===== config.mk =====
export PLATFORM = sky130hd
export DESIGN_NAME = danger_sprite_engine_flat
export DESIGN_NICKNAME = d
export VERILOG_FILES = /design/src/rtl/danger_pkg.sv /design/src/rtl/danger_sprite_engine_if.sv /design/src/rtl/danger_ch_addr.sv /design/src/rtl/danger_sprite_engine.sv /design/src/flat_wrapper.sv
export SDC_FILE = /design/constraint.sdc
export NUM_CORES = 1
export LEC_CHECK = 0
export ABC_AREA = 1
export ABC_CLOCK_PERIOD_IN_PS = 8250
export CORE_MARGIN = 5
export CORE_UTILIZATION = 45
export CTS_BUF_LIST = sky130_fd_sc_hd__clkbuf_8
export DETAILED_ROUTE_END_ITERATION = 6
export PLACE_DENSITY_LB_ADDON = 0.1
export SETUP_SLACK_MARGIN = 0.3
export SLEW_MARGIN = 20
export SYNTH_ARGS = -nofsm -noshare
export SYNTH_HDL_FRONTEND = slang
export SYNTH_HIERARCHICAL = 1
export SYNTH_SLANG_ARGS = --single-unit

===== constraint.sdc =====
create_clock -name clk -period 8.25 [get_ports clk]
set_clock_uncertainty 0.1 [all_clocks]
set_input_delay 0.825 -clock clk [delete_from_list [all_inputs] [get_ports clk]]
set_output_delay 0.825 -clock clk [all_outputs]
set_load 0.03 [all_outputs]

===== src/rtl/danger_pkg.sv =====
// danger_pkg: obstacle type codes, sprite geometry and ROM ids for the danger sprite engine.
package danger_pkg;
    typedef enum logic [2:0] {
        LOW_BIRD  = 3'd0,
        HIGH_BIRD = 3'd1,
        SMALL     = 3'd2,
        MANY      = 3'd3,
        BIG       = 3'd4,
        NOTHING   = 3'd5
    } danger_t;

    localparam logic [1:0] ID_SMALL = 2'd0;
    localparam logic [1:0] ID_BIG   = 2'd1;
    localparam logic [1:0] ID_MANY  = 2'd2;
    localparam logic [1:0] ID_BIRD  = 2'd3;

    localparam int SMALL_W = 19, SMALL_H = 36, SMALL_B = 298;
    localparam int BIG_W   = 27, BIG_H   = 50, BIG_B   = 298;
    localparam int MANY_W  = 77, MANY_H  = 49, MANY_B  = 298;
    localparam int BIRD_W  = 47, BIRD_H  = 42;
    localparam int LOW_B   = 290, HIGH_B = 250;
    localparam int BIRD_FRAME_WORDS = 1974;

    typedef struct packed {
        logic       ok;
        logic [6:0] w;
        logic [5:0] h;
        logic [8:0] b;
        logic [1:0] id;
    } geom_t;

    function automatic geom_t geom(input logic [2:0] t);
        case (t)
            SMALL:     return {1'b1, 7'(SMALL_W), 6'(SMALL_H), 9'(SMALL_B), ID_SMALL};
            BIG:       return {1'b1, 7'(BIG_W), 6'(BIG_H), 9'(BIG_B), ID_BIG};
            MANY:      return {1'b1, 7'(MANY_W), 6'(MANY_H), 9'(MANY_B), ID_MANY};
            LOW_BIRD:  return {1'b1, 7'(BIRD_W), 6'(BIRD_H), 9'(LOW_B), ID_BIRD};
            HIGH_BIRD: return {1'b1, 7'(BIRD_W), 6'(BIRD_H), 9'(HIGH_B), ID_BIRD};
            default:   return '0;
        endcase
    endfunction
endpackage


===== src/rtl/danger_sprite_engine_if.sv =====
// danger_sprite_engine_if: obstacle state, raster position, sprite ROM port and pixel output.
interface danger_sprite_engine_if #(
    parameter int NUM_CH = 3,
    parameter int ADDR_W = 12
);
    logic [NUM_CH*10-1:0]     danger_pos;
    logic [NUM_CH*3-1:0]      danger_type;
    logic [NUM_CH-1:0]        danger_en;
    logic                     anim_run;
    logic [9:0]               h_cnt;
    logic [9:0]               v_cnt;
    logic [NUM_CH*ADDR_W-1:0] rom_addr;
    logic [NUM_CH*2-1:0]      rom_id;
    logic [NUM_CH*12-1:0]     rom_data;
    logic [11:0]              rgb;
    logic                     overlap;

    modport master (
        output danger_pos, danger_type, danger_en, anim_run, h_cnt, v_cnt, rom_data,
        input  rom_addr, rom_id, rgb, overlap
    );
    modport slave (
        input  danger_pos, danger_type, danger_en, anim_run, h_cnt, v_cnt, rom_data,
        output rom_addr, rom_id, rgb, overlap
    );
endinterface


===== src/rtl/danger_ch_addr.sv =====
// danger_ch_addr: hit test and sprite ROM address for one latched obstacle channel.
module danger_ch_addr
    import danger_pkg::*;
#(
    parameter int ADDR_W = 12
) (
    input  logic              clk,
    input  logic              rst,
    input  logic              i_en,
    input  logic [2:0]        i_type,
    input  logic [9:0]        i_pos,
    input  logic [9:0]        i_h,
    input  logic [9:0]        i_v,
    input  logic              i_phase,
    output logic              o_hit,
    output logic [ADDR_W-1:0] o_addr,
    output logic [1:0]        o_id
);
    geom_t              w_g;
    logic signed [10:0] w_x0;
    logic signed [10:0] w_col;
    logic signed [10:0] w_row;
    logic               w_hit;
    logic [ADDR_W-1:0]  w_addr;

    assign w_g   = geom(i_type);
    // Unclamped left edge may go negative; col keeps it so clipped sprites show their right part.
    assign w_x0  = $signed({1'b0, i_pos}) - $signed({4'd0, w_g.w}) + 11'sd1;
    assign w_col = $signed({1'b0, i_h}) - w_x0;
    assign w_row = $signed({1'b0, i_v}) - ($signed({2'd0, w_g.b}) - $signed({5'd0, w_g.h}) + 11'sd1);
    assign w_hit = i_en && w_g.ok && w_col >= 0 && i_h <= i_pos && w_row >= 0 && i_v <= {1'b0, w_g.b};
    assign w_addr = ADDR_W'(16'(w_row) * 16'(w_g.w) + 16'(w_col)
                    + ((i_phase && w_g.id == ID_BIRD) ? 16'(BIRD_FRAME_WORDS) : 16'd0));

    always_ff @(posedge clk) begin
        if (rst) begin
            o_hit  <= 1'b0;
            o_addr <= '0;
            o_id   <= '0;
        end else begin
            o_hit <= w_hit;
            o_id  <= w_g.id;
            if (w_hit) o_addr <= w_addr;
        end
    end
endmodule


===== src/rtl/danger_sprite_engine.sv =====
// danger_sprite_engine: per-frame latched obstacle sprites composited over white, with overlap flag.
// Define DANGER_ANIM_EN to enable the two-frame bird wing animation.
module danger_sprite_engine
    import danger_pkg::*;
#(
    parameter int NUM_CH      = 3,
    parameter int ROM_LAT     = 1,
    parameter int ADDR_W      = 12,
    parameter int LATCH_LINE  = 308,
    parameter int ANIM_PERIOD = 12
) (
    input logic clk,
    input logic rst,
    danger_sprite_engine_if.slave bus
);
    logic [NUM_CH*10-1:0] r_pos;
    logic [NUM_CH*3-1:0]  r_type;
    logic [NUM_CH-1:0]    r_en;
    logic [NUM_CH-1:0]    r_hd [ROM_LAT];
    logic [NUM_CH-1:0]    w_hit;
    logic                 w_latch;
    logic                 w_phase;
    logic [11:0]          w_rgb;
    logic [3:0]           w_cnt;

    assign w_latch = bus.v_cnt == 10'(LATCH_LINE) && bus.h_cnt == 10'd0;

    always_ff @(posedge clk) begin
        if (rst) begin
            r_pos  <= '0;
            r_type <= '0;
            r_en   <= '0;
        end else if (w_latch) begin
            r_pos  <= bus.danger_pos;
            r_type <= bus.danger_type;
            r_en   <= bus.danger_en;
        end
    end

`ifdef DANGER_ANIM_EN
    logic [7:0] r_frame;
    logic       r_phase;

    // Dropping anim_run clears even on a latch cycle.
    always_ff @(posedge clk) begin
        if (rst || !bus.anim_run) begin
            r_frame <= '0;
            r_phase <= 1'b0;
        end else if (w_latch) begin
            r_frame <= (r_frame == 8'(ANIM_PERIOD - 1)) ? 8'd0 : r_frame + 8'd1;
            r_phase <= r_phase ^ (r_frame == 8'(ANIM_PERIOD - 1));
        end
    end

    assign w_phase = r_phase;
`else
    logic w_unused;
    assign w_unused = bus.anim_run | (ANIM_PERIOD != 0);
    assign w_phase  = 1'b0;
`endif

    for (genvar i = 0; i < NUM_CH; i++) begin : g_ch
        danger_ch_addr #(.ADDR_W(ADDR_W)) u_ch (
            .clk     (clk),
            .rst     (rst),
            .i_en    (r_en[i]),
            .i_type  (r_type[i*3 +: 3]),
            .i_pos   (r_pos[i*10 +: 10]),
            .i_h     (bus.h_cnt),
            .i_v     (bus.v_cnt),
            .i_phase (w_phase),
            .o_hit   (w_hit[i]),
            .o_addr  (bus.rom_addr[i*ADDR_W +: ADDR_W]),
            .o_id    (bus.rom_id[i*2 +: 2])
        );
    end

    always_ff @(posedge clk) begin
        if (rst) begin
            for (int k = 0; k < ROM_LAT; k++) r_hd[k] <= '0;
        end else begin
            r_hd[0] <= w_hit;
            for (int k = 1; k < ROM_LAT; k++) r_hd[k] <= r_hd[k-1];
        end
    end

    always_comb begin
        w_rgb = 12'hFFF;
        w_cnt = '0;
        for (int i = 0; i < NUM_CH; i++) begin
            w_rgb = w_rgb & (r_hd[ROM_LAT-1][i] ? bus.rom_data[i*12 +: 12] : 12'hFFF);
            w_cnt = w_cnt + 4'(r_hd[ROM_LAT-1][i] && bus.rom_data[i*12 +: 12] != 12'hFFF);
        end
    end

    always_ff @(posedge clk) begin
        if (rst) begin
            bus.rgb     <= 12'hFFF;
            bus.overlap <= 1'b0;
        end else begin
            bus.rgb     <= w_rgb;
            bus.overlap <= w_cnt >= 4'd2;
        end
    end
endmodule


===== src/flat_wrapper.sv =====
// flat-port wrapper written by rule: the top's interface ports become plain ports
module danger_sprite_engine_flat import danger_pkg::*;
#(
    parameter int NUM_CH      = 3,
    parameter int ROM_LAT     = 1,
    parameter int ADDR_W      = 12,
    parameter int LATCH_LINE  = 308,
    parameter int ANIM_PERIOD = 12
)
  (clk, rst, bus_danger_pos, bus_danger_type, bus_danger_en, bus_anim_run, bus_h_cnt, bus_v_cnt, bus_rom_data, bus_rom_addr, bus_rom_id, bus_rgb, bus_overlap);
  danger_sprite_engine_if #(.NUM_CH(NUM_CH), .ADDR_W(ADDR_W)) bus_i ();
  input logic clk;
  input logic rst;
  input wire logic [$bits(bus_i.danger_pos)-1:0] bus_danger_pos;
  input wire logic [$bits(bus_i.danger_type)-1:0] bus_danger_type;
  input wire logic [$bits(bus_i.danger_en)-1:0] bus_danger_en;
  input wire logic [$bits(bus_i.anim_run)-1:0] bus_anim_run;
  input wire logic [$bits(bus_i.h_cnt)-1:0] bus_h_cnt;
  input wire logic [$bits(bus_i.v_cnt)-1:0] bus_v_cnt;
  input wire logic [$bits(bus_i.rom_data)-1:0] bus_rom_data;
  output wire logic [$bits(bus_i.rom_addr)-1:0] bus_rom_addr;
  output wire logic [$bits(bus_i.rom_id)-1:0] bus_rom_id;
  output wire logic [$bits(bus_i.rgb)-1:0] bus_rgb;
  output wire logic [$bits(bus_i.overlap)-1:0] bus_overlap;
  assign bus_i.danger_pos = bus_danger_pos;
  assign bus_i.danger_type = bus_danger_type;
  assign bus_i.danger_en = bus_danger_en;
  assign bus_i.anim_run = bus_anim_run;
  assign bus_i.h_cnt = bus_h_cnt;
  assign bus_i.v_cnt = bus_v_cnt;
  assign bus_i.rom_data = bus_rom_data;
  assign bus_rom_addr = bus_i.rom_addr;
  assign bus_rom_id = bus_i.rom_id;
  assign bus_rgb = bus_i.rgb;
  assign bus_overlap = bus_i.overlap;
  danger_sprite_engine #(.NUM_CH(NUM_CH), .ROM_LAT(ROM_LAT), .ADDR_W(ADDR_W), .LATCH_LINE(LATCH_LINE), .ANIM_PERIOD(ANIM_PERIOD)) u_core (.clk(clk), .rst(rst), .bus(bus_i));
endmodule

Yosys cells after proc, flatten, opt, wreduce, memory -nomap -nowiden --
Memory sizes are Yosys's and may differ from the RTL's. Index checks and enable logic that the tools add are counted.
Storage, ports and cells: output and inout port bits 55, logic and storage cells 107, bits in writable memories 3, register bits after elaboration 100, memories kept 1
Memory list:
- u_core.r_hd | depth 1, width 3, rd ports 1, clocked after memory_dff 0, wr ports 1, RTL line danger_sprite_engine.sv:19 | logic [NUM_CH-1:0] r_hd [ROM_LAT];
Operators by class: reduce and logical (&&, ||, !) cells 24, order comparisons 13, multipliers 3, muxes and demuxes 11, bitwise operators 2, add/sub/neg operators 23, equality and inequality tests 16
Operator list (number):
- $pmux W25 S5 | 3
- $ge A11 B1 Y1 const B | 6
- $sub A11 B11 Y11 | 6
- $add A12 B12 Y12 | 3
- $mul A11 B8 Y12 | 3
- $mux W12 | 3
- $ne A12 B12 Y1 const B | 3
- $add A10 B2 Y11 const B | 3
- $add A11 B2 Y11 const B | 3
- $sub A10 B7 Y11 | 3
- $le A10 B10 Y1 | 3
- $le A10 B9 Y1 | 3
- $sub A9 B6 Y10 | 3
- $and A12 B12 Y12 | 2
- $logic_and A1 B1 Y1 | 19
- $eq A3 B2 Y1 const B | 6
- $eq A10 B9 Y1 const B | 1
- $logic_not A10 Y1 | 1
- $eq A3 B1 Y1 const B | 3
- $eq A3 B3 Y1 const B | 3
- $logic_not A3 Y1 | 3
- $add A4 B1 Y4 | 1
- $ge A4 B2 Y1 const B | 1
- $mux W1 | 4
- other kinds (3) | 3

Logic depth before layout (Yosys ltp) --
Gate-level depths: netlist of run 1.
depth after elaboration 10, depth in mapped cells 41, gate-level depth less buffers 41

Cells and area by module --
The synthesis of run 1 kept the hierarchy.
By module, submodules not included:
- danger_ch_addr (u_core.g_ch[1].u_ch) | cells an instance 633, sequential area each 300.3 sq um, area an instance 4642.0 sq um, times used 1
- danger_ch_addr (u_core.g_ch[0].u_ch) | cells an instance 616, sequential area each 300.3 sq um, area an instance 4584.4 sq um, times used 1
- danger_ch_addr (u_core.g_ch[2].u_ch) | cells an instance 624, sequential area each 300.3 sq um, area an instance 4555.6 sq um, times used 1
- danger_sprite_engine | cells an instance 408, sequential area each 1161.1 sq um, area an instance 2825.2 sq um, times used 1

Worst setup path before layout of run 1 --
OpenSTA, ideal clock, no wires.
kind flip-flop to flip-flop, from register u_core.r_type[2], to register u_core.g_ch[0].u_ch.o_addr[11], data required time 8033 ps, stages on the path, launching flop included 38, slack 1595 ps, library setup time 117 ps, data arrival time 6438 ps, period minus slack after synthesis 6655 ps, path buffers 0, path through dfxtp_1 nor2_4 inv_2 nor2_8 nor2_4 inv_1 o21ai_0 inv_1 ha_1 o21ai_1 nand2_1 ha_1 nand2_1 nor3_1 nand3_1 nand4_1 xor2_1 nand2_1 [2 not listed] fa_1 fa_1 fa_1 inv_1 fa_1 inv_1 ha_1 inv_1 nor3_1 nand3_1 nand3_1 inv_1 nand2_1 nand2_1 nand3_1 nand2_1 nor2_1 nor2_1
Between the ends: word-level cells in the longest chain between the ends 10
RTL lines:
- start: declaration | RTL line danger_sprite_engine.sv:17 | logic [NUM_CH*3-1:0] r_type;
- start signal: assignment | RTL line danger_sprite_engine.sv:35 | r_type <= bus.danger_type;
- $eq A3 B1 Y1 (tied with other cells) | RTL line danger_pkg.sv:33 | case (t)
- $pmux W25 S5 (*) | RTL line danger_pkg.sv:33
- branches (longest 8 deep; another with $mul A11 B8 Y12)
- end signal: assignment | RTL line danger_ch_addr.sv:43 | if (w_hit) o_addr <= w_addr;
- end: declaration | RTL line danger_ch_addr.sv:16 | output logic [ADDR_W-1:0] o_addr,
Every way passes the cells marked *. A chain may end at the register's enable or synchronous reset.

Worst setup path after layout of run 1 --
Ends and elaborated chain as after synthesis.

==> results of run 1 <==
[worst max path at each step]
stage,endpoint,slack (ns),depth (start not counted)
floorplan,u_core/g_ch[0].u_ch/o_addr[11]$_SDFFE_PP0P_,1.59,37
CTS,u_core/g_ch[0].u_ch/o_addr[11]$_SDFFE_PP0P_,0.64,40
finish,u_core/g_ch[0].u_ch/o_addr[11]$_SDFFE_PP0P_,0.84,40
global placement,u_core/g_ch[0].u_ch/o_addr[11]$_SDFFE_PP0P_,0.68,40
global route,u_core/g_ch[1].u_ch/o_addr[11]$_SDFFE_PP0P_,0.31,32
detailed placement,u_core/g_ch[0].u_ch/o_addr[11]$_SDFFE_PP0P_,0.67,40
[logic make-up (layout without fill, tap and decap cells)]
group / Yosys count / in the layout
and+or+nand+nor: 968 / 968
buffers and inverters: 550 / 705
adders and majority gates: 385 / 385
AOI/OAI and AO/OA: 210 / 210
DFF: 103 / 103
xor gates and xnor gates: 64 / 64
other: 1 / 5
[flip-flops by register name, indices dropped and copies added, names as in the netlist, 3 cells and up]
register                 count
u_core/r_hd                  3
u_core/bus.rgb              12
u_core/g_ch.u_ch/o_id        6
u_core/r_en                  3
u_core/r_type                9
u_core/r_pos                30
u_core/g_ch.u_ch/o_hit       3
u_core/g_ch.u_ch/o_addr     36
[Yosys cell counts (4+ instances only)]
master | count | area share
a21o_1 | 8 | 0.0036
a21oi_1 | 85 | 0.026
a21oi_2 | 8 | 0.0042
a31oi_1 | 7 | 0.0026
and2_1 | 5 | 0.0019
buf_2 | 9 | 0.0027
buf_6 | 15 | 0.010
clkbuf_1 | 8 | 0.0018
dfxtp_1 | 103 | 0.12
fa_1 | 174 | 0.21
ha_1 | 211 | 0.16
inv_1 | 489 | 0.11
inv_2 | 22 | 0.0050
nand2_1 | 438 | 0.099
nand2_2 | 18 | 0.0068
nand3_1 | 83 | 0.025
nand3_2 | 9 | 0.0054
nand3b_1 | 7 | 0.0032
nand4_1 | 69 | 0.026
nor2_1 | 276 | 0.062
nor2_2 | 21 | 0.0079
nor2_4 | 8 | 0.0054
nor2_8 | 5 | 0.0060
nor3_1 | 13 | 0.0039
o21ai_0 | 48 | 0.014
o21ai_1 | 17 | 0.0051
o21bai_1 | 4 | 0.0018
o221ai_1 | 12 | 0.0063
xnor2_1 | 20 | 0.011
xor2_1 | 40 | 0.021
[where the power goes]
| group | switching, uW | internal [uW] | total, uW | leakage [uW] |
|---|---|---|---|---|
| Combinational | 2180 | 1520 | 3700 | 0.00883 |
| Sequential | 0.377 | 499 | 499 | 0.000833 |
| Clock | 228 | 156 | 384 | 0.000112 |
[placed cells by master (no fill, tap or decap), types with 3 or more instances in the layout]
master	netlist	routed
or2_1	3	3
nand3_2	9	9
o21ai_2	3	3
nor2_2	21	20
clkdlybuf4s50_1	0	154
a31oi_1	7	7
o21ai_0	48	47
nor2_8	5	5
o21bai_1	4	4
nor3_1	13	12
a21oi_2	8	8
inv_1	489	489
buf_4	0	19
o221ai_1	12	12
nand2_1	438	438
inv_6	1	3
fa_1	174	174
clkinv_1	3	3
dfxtp_1	103	101
a21oi_1	85	85
o21ai_1	17	18
and2_1	5	5
nand3_1	83	83
inv_2	22	22
xnor2_1	20	20
nand2_2	18	18
o31ai_1	3	3
nor2_4	8	11
nand4_1	69	69
a21o_1	8	8
nor2_1	276	274
clkbuf_8	0	10
conb_1	1	3
ha_1	211	211
xor2_1	40	40
nand3b_1	7	7
[worst max-delay path: cells and delay by family (launching register included)]
kind / cells / cell delay, ns
AND/OR/NAND/NOR: 21 / 2.03
buffers and inverters: 9 / 0.82
flip-flops: 1 / 0.42
adder cells (fa/ha/maj): 8 / 3.53
AO/OA/AOI/OAI: 2 / 0.39
[layer usage]
metal / GRT usage / vias to the layer above / wire length [um]
li1: - / 7370 / -
met1: 0.315 / 6861 / 22300
met2: 0.390 / 277 / 22200
met3: 0.0223 / 35 / 1750
met4: 0.0570 / 0 / 742
met5: 0 / - / 0
[metrics by stage]
step           cell area, sq um  power [uW]  setup WS [ns]  hold WS (ns)
2_1_floorplan             16600        3420           1.59         0.288
5_1_grt                   18900        5240          0.311         0.329
6_report                  18900        4590          0.843         0.307
3_5_place_dp              18600        4230          0.666         0.296
4_1_cts                   18900        4660          0.639         0.313
3_3_place_gp              18600        4200          0.683         0.293
[final cells by class]
cell class / count / area [sq um]
fillers: 3726 / 17700
multi-input cells: 1630 / 12400
flip-flops and latches: 103 / 2060
inverters: 516 / 1940
repair buffers: 173 / 1680
well taps: 468 / 586
clock buffers: 10 / 138
clock inverters: 6 / 83.8
diodes: 2 / 5.00
==> impl_results.md, run 1 <==
* Worst Hold Launch: u_core/g_ch[0].u_ch/o_hit$_SDFF_PP0_
* Number of global-route vias before repair at 14566
* CP required at 8.48 ns
* DP HPWL at 39600 um
* Adder-cell share of the synthesized area at 0.369
* Wire per inst at 16.2 um
* Minimum clock period at 7.41 ns
* Max Slew Vio Count at 0
* GP Congestion at 0.907
* Worst r2r path cells at 40
* Port Buf Inserts at 154
* Crit Path Class: register to register
* Slowest-stage cell, CP: fa_1
* Crit start category: register
* Synthesis Warnings at 6
* Global-route wire length before repair at 75400 um
* Pwr dens at 243 nW/um^2
* CTS tree: built
* Ports at 156
* CTS resizes at 0
* Post-Synth XOR/XNOR Area at 0.0364
* Share of layout cells above drive strength 1 at 0.0619
* Max stage delay on crit path at 0.57 ns
* DRC viols at 0
* Total global-route track usage at 0.229
* Layout area overhead at 13.6%
* Final Non-Filler Cells at 2908
* Largest net degree at the start of global routing at 55
* Crit path capture type: register
* Slew HR at 0.252
* Hold WC Path Type: register to register
* Clk slew on worst S/H paths at 0.12 ns
* CTS sink cnt at 103
* FP Rows at 70
* Worst path most repeated cell: nand2_1
* Crit Path Max Fanout at 7
* FFs w/ async S/R, synth at 0
* End of the worst hold path: u_core/r_hd[0][0]$_SDFF_PP0_
* Largest family of logic cells by synthesized area: adder cells
* Vias per cell at 5.00
* Post-CTS setup-driven buffer insertion count at 0
* Worst r2r dst: u_core/g_ch[0].u_ch/o_addr[11]$_SDFFE_PP0P_
* Crit share post-route at 0.898
* Origin of the critical flop-to-flop path: u_core/r_type[2]$_SDFFE_PP0P_
* Syn_area_per_cell at 7.28 sq um
* Starting Density at 0.455
* Root buffer cell: clkbuf_8
* Peak supply drop at 0.213 mV
* Status: complete, no violations
* Distinct cells, synth at 62
* DP Cell Count at 2890
* Simple-gate share of the synthesized area at 0.262
* Final nets at 2919
* End-of-flow core utilization at 0.517
* Hold_buf cts at 0
* Post-synthesis instance area at 16600 sq um
* Die height at 202 um
* CTS Buffer Depth at 2
* Compound-cell area share of the yosys netlist at 0.0750
* TritonCTS buffer count at 9
* Drt initial violations at 795
* Clock latency at the later pin of the worst-skew pair at 0.44 ns
* Placeable Area at 36500 sq um
* Post-Route WL at 47000 um
* Vias at 14543
* Number of synthesized flops with an enable pin at 0
* Width of the die at 202 um
* Final setup fails at 0
* Reg2Reg Setup Slack at 0.84 ns
* Die Area at 40800 sq um
* Initial antenna violation count at 2
* Worst setup path startpoint: u_core/r_type[2]$_SDFFE_PP0P_
* Fmax at 135 MHz
* Total grt overflow at 0
* Tightest Pin Transition at 1.12 ns
* 1st-pass router iterations at 5
* Mux cell area share after synthesis at 0
* #FFs+latches synth at 103
* Final Hold Vio Count at 0
* Register area share after synthesis at 0.124
* Routed Antenna Nets at 0
* Ys flop type: dfxtp_1
* Max Cap Violations at 0
* Mapped Cells at 2281
* CTS H-tree lvls at 3
* RSZ-0062 raised after global routing: false
* Setup TNS Final at 0 ns
* Leakage at 0.00977 uW
* Crit path DAT at 7.63 ns
* Hold depth at 2
No activity file was read; power rests on OpenSTA's default activity.
==> inputs of run 2 (changes only) <==
--- a/config.mk
+++ b/config.mk
@@ -11,7 +11,9 @@
 export CORE_UTILIZATION = 45
 export CTS_BUF_LIST = sky130_fd_sc_hd__clkbuf_8
 export DETAILED_ROUTE_END_ITERATION = 6
+export MAX_ROUTING_LAYER = met4
 export PLACE_DENSITY_LB_ADDON = 0.1
+export RECOVER_POWER = 25
 export SETUP_SLACK_MARGIN = 0.3
 export SLEW_MARGIN = 20
 export SYNTH_ARGS = -nofsm -noshare
==> run 2 against run 1 <==
  * The flow now finishes with violations (capacitance limit, slew limit)
  * Non-clock buffer count rose by 1
  * Combinational power hardly changed
  * Register-to-register slack better by 0.07 ns
  * Via count increased by 1.4%
  * Sequential power about the same
  * Maximum frequency grew 1.0%
  * Flip-flop and latch count unchanged
  * Cell area about the same
  * Hold slack gained 0.0026 ns
  * Critical endpoint is now u_core/g_ch[1].u_ch/o_addr[11]$_SDFFE_PP0P_
==> impl_results.md, run 2 (same netlist as run 1, synthesis figures left out) <==
* Global-route wire length before repair at 76900 um (was 75400 um)
* Reg power frac at 0.108 (was 0.109)
* CTS H-tree lvls at 3 (unchanged)
* Vias at 14746 (was 14543)
* Top delay family on crit path: adder cells (unchanged)
* Fillcell total at 3647 (was 3726)
* Root buffer cell: clkbuf_8 (unchanged)
* Crit path DAT at 7.56 ns (was 7.63 ns)
* Worst path most repeated cell: nand2_1 (unchanged)
* Max Cap Violations at 2 (was 0)
* Total grt overflow at 0 (unchanged)
* Worst r2r path cells at 36 (was 40)
* Routed Antenna Nets at 0 (unchanged)
* Die Area at 40800 sq um (unchanged)
* Antenna Cells at 0 (was 2)
* Peak supply drop at 0.293 mV (was 0.213 mV)
* Multi-input logic area at 12400 sq um (unchanged)
* Register area at 2060 sq um (unchanged)
* Share of layout cells above drive strength 1 at 0.0615 (was 0.0619)
* Cell Int Power at 2180 uW (about the same)
* Reg2Reg Setup Slack at 0.92 ns (was 0.84 ns)
* TritonCTS buffer count at 9 (unchanged)
* DRC viols at 0 (unchanged)
* Status: finished with violations (was complete, no violations)
* Final Hold Vio Count at 0 (unchanged)
* CTS Buffer Depth at 2 (unchanged)
* Origin of the critical flop-to-flop path: u_core/r_type[4]$_SDFFE_PP0P_ (was u_core/r_type[2]$_SDFFE_PP0P_)
* Wire per inst at 16.4 um (was 16.2 um)
* CTS sink cnt at 103 (unchanged)
* FP Rows at 70 (unchanged)
* Layout area overhead at 13.6% (about the same)
* Clk pwr share at 0.085 (was 0.084)
* Comb pwr share at 0.807 (about the same)
* Final nets at 2920 (was 2919)
* Setup TNS Final at 0 ns (unchanged)
* Largest Register: u_core/g_ch.u_ch/o_addr (unchanged)
* 1st-pass router iterations at 6 (was 5)
* Total global-route track usage at 0.240 (was 0.229)
* RSZ-0062 raised after global routing: false (unchanged)
* Crit share post-route at 0.889 (was 0.898)
* Minimum clock period at 7.33 ns (was 7.41 ns)
* CTS tree: built (unchanged)
* Max Slew Vio Count at 74 (was 0)
* Hold WC Path Type: register to register (unchanged)
* Crit path capture type: register (unchanged)
* Initial antenna violation count at 0 (was 2)
* Buf+Inv Stages, Crit Path at 8 (was 9)
* Ports at 156 (unchanged)
* Hold depth at 2 (unchanged)
* Switching part of the total at 0.527 (was 0.525)
* Fmax at 136 MHz (was 135 MHz)
* Clock latency at the later pin of the worst-skew pair at 0.44 ns (about the same)
* Crit Path Class: register to register (unchanged)
* Leakage at 0.00978 uW (was 0.00977 uW)
* Number of global-route vias before repair at 14762 (was 14566)
* Starting Density at 0.455 (unchanged)
* Slowest-stage cell, CP: dfxtp_1 (was fa_1)
* Failing checks: capacitance limit, slew limit
* Crit Path Max Fanout at 8 (was 7)
* Port Buf Inserts at 154 (unchanged)
* Largest regs: u_core/g_ch.u_ch/o_addr: 36 flops, u_core/r_pos: 30 flops, u_core/bus.rgb: 12 flops (unchanged)
* Die height at 202 um (unchanged)
* Placeable Area at 36500 sq um (unchanged)
* Commonest non-fill, non-tap cell in the layout: inv_1 (unchanged)
* Worst r2r dst: u_core/g_ch[1].u_ch/o_addr[11]$_SDFFE_PP0P_ (was u_core/g_ch[0].u_ch/o_addr[11]$_SDFFE_PP0P_)
* Flip-flop count of the largest register after layout at 36 (unchanged)
* DP HPWL at 39900 um (was 39600 um)
* Worst Hold Launch: u_core/g_ch[0].u_ch/o_hit$_SDFF_PP0_ (unchanged)
* CP required at 8.48 ns (about the same)
* Largest net degree at the start of global routing at 55 (unchanged)
* Width of the die at 202 um (unchanged)
* Minimum hold slack at 0.309 ns (was 0.307 ns)
* Drt initial violations at 948 (was 795)
* Crit start category: register (unchanged)
* Most frequent cells in the layout: 490 x inv_1, 438 x nand2_1, 275 x nor2_1 (was 489 x inv_1, 438 x nand2_1, 274 x nor2_1)
* Post-Route WL at 47500 um (was 47000 um)
* Tightest Pin Transition at 1.88 ns (was 1.12 ns)
* Max stage delay on crit path at 0.56 ns (was 0.57 ns)
* End of the worst hold path: u_core/r_hd[0][0]$_SDFF_PP0_ (unchanged)
* Clk slew on worst S/H paths at 0.13 ns (was 0.12 ns)
* Sw Pwr at 2430 uW (was 2410 uW)
* Final setup fails at 0 (unchanged)
* Vias per cell at 5.07 (was 5.00)
* Slew HR at -0.258 (was 0.252)
* Pwr dens at 245 nW/um^2 (was 243 nW/um^2)
* GP Congestion at 0.935 (was 0.907)
[run 2: routing by layer]
metal | global-route usage | routed length, um | vias to the layer above | part of all wire
met5 | - | 0 | - | 0
met4 | 0.0550 | 857 | 0 | 0.018
met3 | 0.0193 | 1670 | 43 | 0.035
met2 | 0.392 | 22600 | 307 | 0.48
met1 | 0.327 | 22400 | 7035 | 0.47
li1 | - | - | 7361 | -
[run 2: worst reg2reg max path, delay by kind of cell, from the launching register on]
kind | cells | cell delay, ns
fa+ha+maj | 8 | 3.54
simple gates | 18 | 2.09
buf+inv | 8 | 0.72
flops | 1 | 0.56
compound gates | 2 | 0.24
[run 2: final cells by class]
cell class / count / area share
tap: 468 / 0.0310
sequential: 103 / 0.109
multi-input combinational: 1630 / 0.655
timing repair buffer: 174 / 0.0894
inverter: 516 / 0.103
clock inverter: 7 / 0.00517
clock buffer: 9 / 0.00656
[run 2: per-stage QoR]
step | setup slack [ns] | power (uW) | utilization | area (sq um) | instances
global route | 0.344 | 5280 | 0.517 | 18900 | 2907
detailed placement | 0.586 | 4250 | 0.510 | 18600 | 2889
finish | 0.918 | 4610 | 0.517 | 18900 | 2907
CTS | 0.635 | 4680 | 0.516 | 18800 | 2905
floorplan | 1.59 | 3420 | - | 16600 | 2283
global placement | 0.627 | 4210 | 0.510 | 18600 | 2889
[run 2: repair_timing]
item,in CTS,in global routing
resized for setup,0,4
hold buffers,0,0
endpoints found under the hold margin,0,0
endpoints found under the setup margin,0,2
setup buffers,0,2
[run 2: worst max-delay path by stage]
stage                                   from                                     endpoint  slack (ns)  cells past startpoint
2_1_floorplan  u_core/r_type[2]$_SDFFE_PP0P_  u_core/g_ch[0].u_ch/o_addr[11]$_SDFFE_PP0P_        1.59                     37
3_3_place_gp                    bus_v_cnt[0]  u_core/g_ch[0].u_ch/o_addr[11]$_SDFFE_PP0P_        0.63                     28
3_5_place_dp                    bus_v_cnt[0]  u_core/g_ch[0].u_ch/o_addr[11]$_SDFFE_PP0P_        0.59                     28
4_1_cts        u_core/r_type[2]$_SDFFE_PP0P_  u_core/g_ch[0].u_ch/o_addr[11]$_SDFFE_PP0P_        0.63                     40
5_1_grt        u_core/r_type[4]$_SDFFE_PP0P_  u_core/g_ch[1].u_ch/o_addr[11]$_SDFFE_PP0P_        0.34                     36
6_report       u_core/r_type[4]$_SDFFE_PP0P_  u_core/g_ch[1].u_ch/o_addr[11]$_SDFFE_PP0P_        0.92                     36
[run 2: power groups by stage]
stage	Sequential, uW	Combinational (uW)	Clock [uW]
after floorplan	513	2900	0
after global placement	510	3700	0
after detailed placement	510	3740	0
after CTS	499	3780	404
after global routing	500	4350	422
final	499	3720	391
